## config.mk

```make
export PLATFORM = sky130hd
export DESIGN_NAME = bin2bcd_seq_flat
export DESIGN_NICKNAME = d
export VERILOG_FILES = /design/src/rtl/bin2bcd_seq_if.sv /design/src/rtl/bin2bcd_seq.sv /design/src/flat_wrapper.sv
export SDC_FILE = /design/constraint.sdc
export NUM_CORES = 1
export LEC_CHECK = 0
export ABC_CLOCK_PERIOD_IN_PS = 1800
export BUFFER_PORTS_ARGS = -buffer_cell sky130_fd_sc_hd__buf_2
export CORE_UTILIZATION = 54
export CTS_BUF_LIST = sky130_fd_sc_hd__clkbuf_4
export DETAILED_ROUTE_END_ITERATION = 12
export GPL_TIMING_DRIVEN = 0
export PLACE_DENSITY = 0.78
export SLEW_MARGIN = 20
export SYNTH_ARGS = -nofsm -noshare
export SYNTH_HDL_FRONTEND = slang
export SYNTH_SLANG_ARGS = --single-unit
```

## constraint.sdc

```tcl
create_clock -name CLOCK_50 -period 1.8 [get_ports CLOCK_50]
set_input_delay 0.36 -clock CLOCK_50 [delete_from_list [all_inputs] [get_ports CLOCK_50]]
set_output_delay 0.36 -clock CLOCK_50 [all_outputs]
set_load 0.1 [all_outputs]
```

## src/rtl/bin2bcd_seq_if.sv

```systemverilog
// Handshake/bus bundle between the calculation counter (master) and the
// sequential binary-to-BCD converter (slave).
//   start     master->slave  request a conversion (taken only while ready=1)
//   blank_lz  master->slave  1 = blank leading zero digits (sampled with start)
//   bin_in    master->slave  unsigned binary value (sampled with start)
//   ready     slave->master  1 = converter idle, start will be accepted
//   done      slave->master  one-cycle pulse, bcd_out/ovf updated this cycle
//   ovf       slave->master  1 = last input exceeded 10^DIGITS-1, output saturated
//   bcd_out   slave->master  packed digits, digit i at [4i+3:4i], digit 0 = LSD
interface bin2bcd_seq_if #(
  parameter int BIN_W  = 30,
  parameter int DIGITS = 9
);
  logic                  start;
  logic                  blank_lz;
  logic [BIN_W-1:0]      bin_in;
  logic                  ready;
  logic                  done;
  logic                  ovf;
  logic [4*DIGITS-1:0]   bcd_out;

  modport master (
    output start, blank_lz, bin_in,
    input  ready, done, ovf, bcd_out
  );

  modport slave (
    input  start, blank_lz, bin_in,
    output ready, done, ovf, bcd_out
  );
endinterface

```

## src/rtl/bin2bcd_seq.sv

```systemverilog
// Sequential double-dabble converter: binary count -> packed BCD digits for
// the HEX display rotator. One shift per clock; inputs above 10^DIGITS-1
// skip the shifting and saturate to all 9s with ovf set.
// Ports:
//   CLOCK_50  in   system clock, rising edge
//   rst_n     in   asynchronous active-low reset (outputs -> blank display)
//   bus       slave modport of bin2bcd_seq_if (start/blank_lz/bin_in in,
//             ready/done/ovf/bcd_out out)
module bin2bcd_seq #(
  parameter int BIN_W  = 30,
  parameter int DIGITS = 9
) (
  input  logic          CLOCK_50,
  input  logic          rst_n,
  bin2bcd_seq_if.slave  bus
);

  localparam int SCR_W = 4 * DIGITS;
  localparam int CNT_W = $clog2(BIN_W + 1);

  localparam logic [1:0] S_IDLE  = 2'd0;
  localparam logic [1:0] S_SHIFT = 2'd1;
  localparam logic [1:0] S_DONE  = 2'd2;

  function automatic logic [63:0] max_val(input int d);
    logic [63:0] p;
    p = 64'd1;
    for (int i = 0; i < d; i++) p = p * 64'd10;
    return p - 64'd1;
  endfunction

  localparam logic [63:0] MAX = max_val(DIGITS);

  // One double-dabble step: +3 on every digit >= 5, then shift {scratch,bin}.
  // A digit is at most 9 before the add, so it never exceeds 12 and nothing
  // carries into the neighbouring digit.
  function automatic logic [SCR_W+BIN_W-1:0] dabble(input logic [SCR_W-1:0] s,
                                                     input logic [BIN_W-1:0] b);
    logic [SCR_W-1:0] a;
    a = s;
    for (int i = 0; i < DIGITS; i++)
      if (a[4*i +: 4] >= 4'd5) a[4*i +: 4] = a[4*i +: 4] + 4'd3;
    return {a, b} << 1;
  endfunction

  // Leading zeros become 4'hF from the top down; digit 0 always stays.
  function automatic logic [SCR_W-1:0] blank_lead(input logic [SCR_W-1:0] d);
    logic [SCR_W-1:0] r;
    logic             lead;
    r    = d;
    lead = 1'b1;
    for (int i = DIGITS - 1; i >= 1; i--) begin
      if (lead && r[4*i +: 4] == 4'd0) r[4*i +: 4] = 4'hF;
      else                             lead = 1'b0;
    end
    return r;
  endfunction

  logic [1:0]       state_q, state_d;
  logic [CNT_W-1:0] cnt_q,   cnt_d;
  logic [SCR_W-1:0] scr_q,   scr_d;
  logic [BIN_W-1:0] bin_q,   bin_d;
  logic             blank_q, blank_d;
  logic             ovfc_q,  ovfc_d;
  logic [SCR_W-1:0] bcd_q,   bcd_d;
  logic             ovf_q,   ovf_d;
  logic             done_q,  done_d;

  always_comb begin
    state_d = state_q;
    cnt_d   = cnt_q;
    scr_d   = scr_q;
    bin_d   = bin_q;
    blank_d = blank_q;
    ovfc_d  = ovfc_q;
    bcd_d   = bcd_q;
    ovf_d   = ovf_q;
    done_d  = 1'b0;
    case (state_q)
      S_IDLE: begin
        if (bus.start) begin
          bin_d   = bus.bin_in;
          blank_d = bus.blank_lz;
          state_d = S_SHIFT;
          if (64'(bus.bin_in) > MAX) begin
            // Saturate up front; a zero count sends SHIFT straight to DONE.
            ovfc_d = 1'b1;
            scr_d  = {DIGITS{4'h9}};
            cnt_d  = '0;
          end else begin
            ovfc_d = 1'b0;
            scr_d  = '0;
            cnt_d  = CNT_W'(BIN_W);
          end
        end
      end
      S_SHIFT: begin
        if (cnt_q != '0) begin
          {scr_d, bin_d} = dabble(scr_q, bin_q);
          cnt_d          = cnt_q - CNT_W'(1);
        end
        // Leave on the last shift (count 1 -> 0) or at once when nothing to shift.
        if (cnt_q <= CNT_W'(1)) state_d = S_DONE;
      end
      S_DONE: begin
        bcd_d   = (blank_q && !ovfc_q) ? blank_lead(scr_q) : scr_q;
        ovf_d   = ovfc_q;
        done_d  = 1'b1;
        state_d = S_IDLE;
      end
      default: state_d = S_IDLE;
    endcase
  end

  always_ff @(posedge CLOCK_50 or negedge rst_n) begin
    if (!rst_n) begin
      state_q <= S_IDLE;
      cnt_q   <= '0;
      scr_q   <= '0;
      bin_q   <= '0;
      blank_q <= 1'b0;
      ovfc_q  <= 1'b0;
      bcd_q   <= {DIGITS{4'hF}};
      ovf_q   <= 1'b0;
      done_q  <= 1'b0;
    end else begin
      state_q <= state_d;
      cnt_q   <= cnt_d;
      scr_q   <= scr_d;
      bin_q   <= bin_d;
      blank_q <= blank_d;
      ovfc_q  <= ovfc_d;
      bcd_q   <= bcd_d;
      ovf_q   <= ovf_d;
      done_q  <= done_d;
    end
  end

  assign bus.ready   = (state_q == S_IDLE);
  assign bus.done    = done_q;
  assign bus.ovf     = ovf_q;
  assign bus.bcd_out = bcd_q;

endmodule

```

## src/flat_wrapper.sv

```systemverilog
// flat-port wrapper written by rule: the top's interface ports become plain ports
module bin2bcd_seq_flat 
#(
  parameter int BIN_W  = 30,
  parameter int DIGITS = 9
)
  (CLOCK_50, rst_n, bus_start, bus_blank_lz, bus_bin_in, bus_ready, bus_done, bus_ovf, bus_bcd_out);
  bin2bcd_seq_if #(.BIN_W(BIN_W), .DIGITS(DIGITS)) bus_i ();
  input  logic CLOCK_50;
  input  logic rst_n;
  input wire logic [$bits(bus_i.start)-1:0] bus_start;
  input wire logic [$bits(bus_i.blank_lz)-1:0] bus_blank_lz;
  input wire logic [$bits(bus_i.bin_in)-1:0] bus_bin_in;
  output wire logic [$bits(bus_i.ready)-1:0] bus_ready;
  output wire logic [$bits(bus_i.done)-1:0] bus_done;
  output wire logic [$bits(bus_i.ovf)-1:0] bus_ovf;
  output wire logic [$bits(bus_i.bcd_out)-1:0] bus_bcd_out;
  assign bus_i.start = bus_start;
  assign bus_i.blank_lz = bus_blank_lz;
  assign bus_i.bin_in = bus_bin_in;
  assign bus_ready = bus_i.ready;
  assign bus_done = bus_i.done;
  assign bus_ovf = bus_i.ovf;
  assign bus_bcd_out = bus_i.bcd_out;
  bin2bcd_seq #(.BIN_W(BIN_W), .DIGITS(DIGITS)) u_core (.CLOCK_50(CLOCK_50), .rst_n(rst_n), .bus(bus_i));
endmodule
```

# Word-level counts from Yosys, hierarchy flattened
# Cells that the tools add are included.
# op_classes
addsub,10
order_cmp,11
eq_ne,5
muxes,48
n_reduce_logical,23
# op_table
cell,count
36-bit two-way mux,4
36-bit case mux with 2 select lines,1
4-bit two-way mux,16
30-bit two-way mux,2
30-bit case mux with 2 select lines,1
4-bit by 3-bit greater-or-equal comparator with 1-bit output (second input constant),9
4-bit by 2-bit adder with 4-bit output (second input constant),8
4-bit zero test,8
30-bit > comparator (second input constant),1
1-bit two-way mux,16
5-bit two-way mux,3
5-bit case mux with 2 select lines,1
1-bit logical AND,8
5-bit by 1-bit <= comparator with 1-bit output (second input constant),1
5-bit nonzero test,1
5-bit by 1-bit subtractor with 5-bit output (second input constant),1
2-bit two-way mux,2
2-bit by 1-bit != test with 1-bit output (second input constant),2
2-bit case mux with 2 select lines,1
2-bit AND reduction,2
3-bit by 2-bit adder with 3-bit output (second input constant),1
3-bit two-way mux,1
3-bit AND reduction,1
2-bit by 1-bit equality test with 1-bit output (second input constant),1
other kinds (5),5
# totals
reg_bits,113
in_bits,34
out_inout_bits,39
elab_cells,106

# Longest topological paths before layout
# Gate-level depths: netlist (run 1).
# logic_depth
word_depth,24
depth_mapped,8

# Worst setup path before layout (run 1)
# Ideal clock, no wire load.
# synth_timing
path_type,register to register
from,reg u_core.state_q[0]
to,reg u_core.cnt_q[0]
setup_time_ps,125
t_arrival_ps,2513
t_required_ps,1675
setup_slack_ps,-838
stages_incl_launch_ff,6
path_buffers,1
period_less_slack_ps,2638
cell_sequence,dfrtp_1 > nor2_1 > and2_1 > nor2_1 > buf_2 > mux2_2
# synth_between
elab_chain_len,3
# synth_rtl
item,line,rtl
"start, declared",bin2bcd_seq.sv:59,"logic [1:0] state_q, state_d;"
"start signal, assigned",bin2bcd_seq.sv:127,state_q <= state_d;
2-bit zero test (*),--,
via bus_ready,flat_wrapper.sv:14,output wire logic [$bits(bus_i.ready)-1:0] bus_ready;
2-bit != test (no line) / 2-bit nonzero test (equally long branches),--,
3-bit AND reduction (no line),--,
"end signal, assigned",bin2bcd_seq.sv:128,cnt_q <= cnt_d;
"end, declared",bin2bcd_seq.sv:60,"logic [CNT_W-1:0] cnt_q, cnt_d;"
# Mark *: on every way through the listed nets, which the timed path passes. The rest lies on a longest branch.
# A chain may end at the register's enable or synchronous reset.

# Final worst setup path (run 1)
# layout_timing
from,reg u_core.cnt_q[1]
to,reg u_core.scr_q[19]
# layout_between
elab_chain_len,3
# layout_rtl
item,line,rtl
5-bit nonzero test,bin2bcd_seq.sv:98,if (cnt_q != '0) begin
2-bit by 1-bit != test with 1-bit output (no line),--,
3-bit AND reduction (no line),--,
"end signal, assigned",bin2bcd_seq.sv:129,scr_q <= scr_d;
"end, declared",bin2bcd_seq.sv:61,"logic [SCR_W-1:0] scr_q, scr_d;"
# No other way between the ends.

==> run summary, run 1 <==
status = finished with violations
violated checks = setup timing
Clock Tree Buf Depth = 2
pwr/cell area = 2190 nW/um^2
Seq cells post-synth = 113
Yosys warning count = 0
Final Max Tran Viols = 0
achievable frequency = 0.455 GHz
Synth cell types = 56
most frequent cells in the layout = nand2_1 (111), buf_4 (78), dfrtp_1 (72)
first-pass GRT wire length = 26,600 um
TritonCTS clock tree = built
DRT Wirelength = 18,700 um
Root Driver = clkbuf_4
gr usage total = 30.8%
Num CTS Buffers = 17
Die W = 107 um
Vias/cell = 6.14
post-synthesis sequential area ratio = 48.4%
mapped cell area = 5930 um^2
register area = 2880 um^2
final net count = 824
initial core utilization = 56.5%
commonest non-fill, non-tap cell in the layout = nand2_1
Setup Skew = 0.0170 ns
Worst setup SP type = flop
layout cells sized above 1 = 40.0%
core area = 10,500 um^2
Min-Delay Path Class = in2reg
area growth from synthesis to layout = 33.9%
Pleak = 3.64 nW
headroom to the max-slew limit = 53.8%
IO Port Bufs = 72
fin util = 75.6%
setup TNS = -15.95 ns
clock latency on the worst-skew pair = 0.57 ns
MaxCap Viol Count = 0
Setup WS post-layout = -0.399 ns
Async SR Flop Fraction = 100%
EDFF count, synth = 0
initial drt markers = 739
GR Overflow Total = 0
die area = 11,400 um^2
# rows = 37
I/O pins = 73
vias post-DR = 5,593
syn nets = 681
Die H = 107 um
# diodes = 0
crit-path max FO = 5
element type at the critical path end = flop
minimum clock period = 2.20 ns
TritonRoute pass-1 iters = 5
Sink Count = 113
Crit Path Class = reg2reg
final critical-path share of the clock period = 122%
RSZ-0062 raised after global routing = yes
vias in the first global route = 5,320
fillers = 669
residual DRC count = 0
worst slew pin tran = 0.683 ns
clk slew on worst S/H paths = 0.11 ns
Final Hold Vio Count = 0
routability cong. = 0.890
antenna violations before repair = 0
Setup WS pre-CTS = -0.595 ns
CTS H-Tree Depth = 4
setup violators final = 95
Main synth FF type = dfrtp_1
critical path arrival = 2.69 ns
Syn Area/Cell = 9.59 um^2
drt wl/cell = 20.5 um
CP Data Required Time = 2.29 ns
Synth Instances = 619
footprint of the multi-input gates = 3270 um^2
Max rail drop VDD = 1670 uV
DRT antenna net count = 0
largest net degree at the start of global routing = 62
DP HPWL = 10,200 um
final timing paths:
kind / startpoint / end / slack, ns / cells after the start
worst max register to register: u_core.cnt_q[1] / u_core.scr_q[19] / -0.40 / 10
min in group asynchronous: rst_n / u_core.scr_q[23] / 0.31 / 2
worst min-delay path: bus_bin_in[27] / u_core.bin_q[27] / 0.05 / 3
worst max-delay path: u_core.cnt_q[1] / u_core.scr_q[19] / -0.40 / 10
worst min register to register: u_core.bus.bcd_out[32] / u_core.bus.bcd_out[32] / 0.46 / 2
max in group asynchronous: rst_n / u_core.bus.bcd_out[9] / 0.76 / 3
synth_stat cells (2+ instances only):
| cell type | n | share of area, % |
|---|---|---|
| dfstp_2 | 36 | 16 |
| nor2_1 | 65 | 4.1 |
| ha_1 | 28 | 5.9 |
| a31oi_1 | 33 | 3.5 |
| a2bb2oi_2 | 8 | 2.0 |
| nand4_1 | 3 | 0.32 |
| o31ai_1 | 9 | 1.1 |
| nor4_2 | 2 | 0.42 |
| or3b_4 | 2 | 0.38 |
| xor2_1 | 14 | 2.1 |
| a21oi_1 | 32 | 2.7 |
| and2_1 | 6 | 0.63 |
| o21ai_2 | 2 | 0.30 |
| nand2_1 | 121 | 7.7 |
| xnor2_1 | 9 | 1.3 |
| mux2i_1 | 9 | 1.5 |
| clkbuf_1 | 26 | 1.6 |
| nor3_1 | 10 | 0.84 |
| o22a_1 | 22 | 3.2 |
| and3_1 | 2 | 0.21 |
| nand2b_1 | 12 | 1.3 |
| a2bb2oi_1 | 7 | 1.0 |
| o21ai_0 | 23 | 1.9 |
| inv_1 | 22 | 1.4 |
| o21ai_1 | 2 | 0.17 |
| buf_2 | 8 | 0.67 |
| dfrtp_1 | 77 | 32 |
power breakdown:
part	leakage [nW]	switching [mW]	internal, mW	total, mW
combinational	2.14	6.47	3.80	10.3
sequential	1.31	0.954	3.88	4.83
clock	0.183	1.03	1.25	2.28
flip-flops by register name, summed over array words and instances (netlist names):
| signal | cells |
|---|---|
| u_core.bin_q | 30 |
| u_core.blank_q | 1 |
| u_core.bus.bcd_out | 36 |
| u_core.bus.done | 1 |
| u_core.bus.ovf | 1 |
| u_core.cnt_q | 5 |
| u_core.ovfc_q | 1 |
| u_core.scr_q | 36 |
| u_core.state_q | 2 |
stage by stage:
step / instance area, um^2 / power, mW / instances / hold WS, ns
floorplan: 5960 / 10.9 / 619 / 0.0644
global placement: 6490 / 12.0 / 827 / 0.440
detailed placement: 6520 / 12.4 / 828 / 0.346
CTS: 7580 / 16.0 / 897 / 0.0269
global route: 7950 / 18.1 / 911 / 0.0262
finish: 7950 / 17.4 / 911 / 0.0461
timing repair:
action | in CTS | in global routing
resized for setup | 119 | 84
endpoints found under the hold margin | 41 | 0
setup buffers | 36 | 19
gates cloned | 2 | 1
hold buffers | 2 | 0
endpoints found under the setup margin | 141 | 107
pin swaps | 35 | 23
worst max-delay path: stages, from the launching register on:
cell       delay [ns]
dfrtp_1          0.42
inv_2            0.09
ha_4             0.15
nor4b_4          0.26
buf_4            0.21
o21ai_4          0.08
a41o_1           0.22
a31oi_4          0.26
buf_6            0.15
buf_8            0.13
a2bb2oi_2        0.15
cells by family (layout without fill, tap and decap cells):
family          after synthesis  in the layout  synth area share, %
xor+xnor                     23             23                 3.40
flops                       113            113                 48.4
fa+ha+maj                    28             28                 5.90
compound gates              149            149                 18.1
simple gates                238            238                 18.5
buf+inv                      58            214                 3.96
mux                          10             10                 1.71
layer usage:
layer	global-route usage [%]	part of all wire, %	vias up
met3	7.96	8.2	90
met5	0	0	-
met2	50.0	49	323
met4	15.3	4.4	0
met1	38.1	39	2755
li1	-	-	2425
final cells by class:
| cell class | instances | share of cell area, % |
|---|---|---|
| plain buffers | 31 | 2.77 |
| clock buffers | 19 | 1.79 |
| multi-input cells | 448 | 41.1 |
| flip-flops and latches | 113 | 36.2 |
| inverters | 23 | 1.15 |
| well taps | 136 | 2.14 |
| repair buffers | 128 | 12.4 |
| clock inverters | 13 | 2.41 |
(Power assumes the default switching activity.)
==> run 2: changes to the inputs <==
==> constraint.sdc (replaced) <==
create_clock -name CLOCK_50 -period 1.8 [get_ports CLOCK_50]
set_input_delay 0 -clock CLOCK_50 [delete_from_list [all_inputs] [get_ports CLOCK_50]]
set_output_delay 0 -clock CLOCK_50 [all_outputs]
set_load 0.1 [all_outputs]
==> run summary, run 2 (synthesis results as in run 1) <==
initial core utilization = 56.5%
TritonCTS clock tree = built
Clock Tree Buf Depth = 2
CTS H-Tree Depth = 4
Root Driver = clkbuf_4
total power draw = 17.1 mW
Sw Pwr = 8.39 mW
Pleak = 3.78 nW
GR Overflow Total = 0
fillers = 631
DP Area = 6520 um^2
TritonRoute pass-1 iters = 5
layout cells sized above 1 = 37.3%
DRT antenna net count = 0
commonest non-fill, non-tap cell in the layout = nand2_1
IO Port Bufs = 72
worst r2r src = u_core.scr_q[28]
CP Data Required Time = 2.30 ns
crit-path max FO = 4
RSZ-0062 raised after global routing = yes
Max rail drop VDD = 1220 uV
Int Power = 8.70 mW
DRT Wirelength = 19,100 um
HP Start = bus_bin_in[26]
Die H = 107 um
Num CTS Buffers = 17
footprint of the multi-input gates = 3240 um^2
vias in the first global route = 5,551
fin cells = 942
Critical Path Source = u_core.scr_q[28]
initial drt markers = 605
minimum clock period = 2.12 ns
residual DRC count = 0
achievable frequency = 0.471 GHz
first-pass GRT wire length = 27,500 um
Crit Path Class = reg2reg
antenna violations before repair = 1
Clock Power Share = 13.3%
Die W = 107 um
Sink Count = 113
area growth from synthesis to layout = 37.2%
Sw Ratio = 49.1%
placed cells = 828
most frequent cells in the layout = nand2_1 (111), dfrtp_1 (73), buf_2 (72)
Worst setup SP type = flop
Setup Skew = 0.0221 ns
Min-Delay Path Class = in2reg
post-route cell area = 8140 um^2
setup TNS = -10.38 ns
DP HPWL = 10,200 um
headroom to the max-slew limit = 51.8%
hold_ws = -0.0482 ns
critical path arrival = 2.62 ns
core area = 10,500 um^2
Final Hold Vio Count = 1
violated checks = hold timing, setup timing
pwr/cell area = 2100 nW/um^2
Setup WS post-layout = -0.321 ns
I/O pins = 73
clk slew on worst S/H paths = 0.10 ns
register area = 2880 um^2
logic gate share of total power = 58.6%
element type at the critical path end = flop
final critical-path share of the clock period = 118%
# rows = 37
Final Max Tran Viols = 0
status = finished with violations
Seq pwr share = 28.0%
routability cong. = 0.890
worst slew pin tran = 0.723 ns
fin util = 77.4%
largest net degree at the start of global routing = 62
clock latency on the worst-skew pair = 0.56 ns
die area = 11,400 um^2
setup violators final = 82
gr usage total = 31.8%
Vias/cell = 6.11
Setup WS pre-CTS = -0.595 ns
vias post-DR = 5,752
final net count = 854
MaxCap Viol Count = 0
drt wl/cell = 20.3 um
-- run 2: worst paths after layout --
| path | endpoint | slack [ns] | cells after the start |
|---|---|---|---|
| worst min-delay path | u_core.bin_q[26] | -0.05 | 3 |
| worst max-delay path | u_core.bus.bcd_out[16] | -0.32 | 8 |
| max in group asynchronous | u_core.bus.bcd_out[4] | 0.59 | 4 |
| worst min register to register | u_core.bus.bcd_out[32] | 0.46 | 2 |
| worst max register to register | u_core.bus.bcd_out[16] | -0.32 | 8 |
| min in group asynchronous | u_core.scr_q[23] | 0.49 | 3 |
-- run 2: what timing repair did --
item | in CTS | in global routing
setup endpoints to repair | 104 | 104
hold endpoints to repair | 121 | 0
pin swaps | 35 | 19
gates cloned | 2 | 1
hold buffers | 34 | 0
resized for setup | 81 | 83
setup buffers | 37 | 15
-- run 2: per-layer routing --
metal | routed length [um] | GRT usage (%) | vias to the layer above | share of wire [%]
met1 | 7300 | 38.9 | 2775 | 38
met3 | 1580 | 6.69 | 95 | 8.3
li1 | - | - | 2495 | -
met4 | 988 | 18.2 | 0 | 5.2
met2 | 9260 | 52.1 | 387 | 48
met5 | 0 | 0 | - | 0
-- run 2: power groups by stage --
stage	logic, mW	registers, mW	clock network (mW)
after floorplan	3.88	7.05	0
after global placement	7.31	4.71	0
after detailed placement	7.61	4.79	0
after CTS	8.84	4.70	2.27
after global routing	10.5	4.90	2.38
final	10.0	4.79	2.28
-- run 2: layout make-up --
class	instances	area share, %
repair buffers	156	14.3
inverters	23	1.09
plain buffers	33	3.20
well taps	136	2.09
clock inverters	13	2.35
diodes	1	0.0308
flip-flops and latches	113	35.4
multi-input cells	448	39.8
clock buffers	19	1.75
-- run 2: worst max-delay path: stages (launching register included) --
cell and delay (ns):
dfrtp_2 0.42, inv_2 0.10, ha_4 0.12, or3b_4 0.41
nor4_4 0.37, buf_4 0.19, nand2_4 0.07, o21ai_4 0.23
o22a_1 0.17
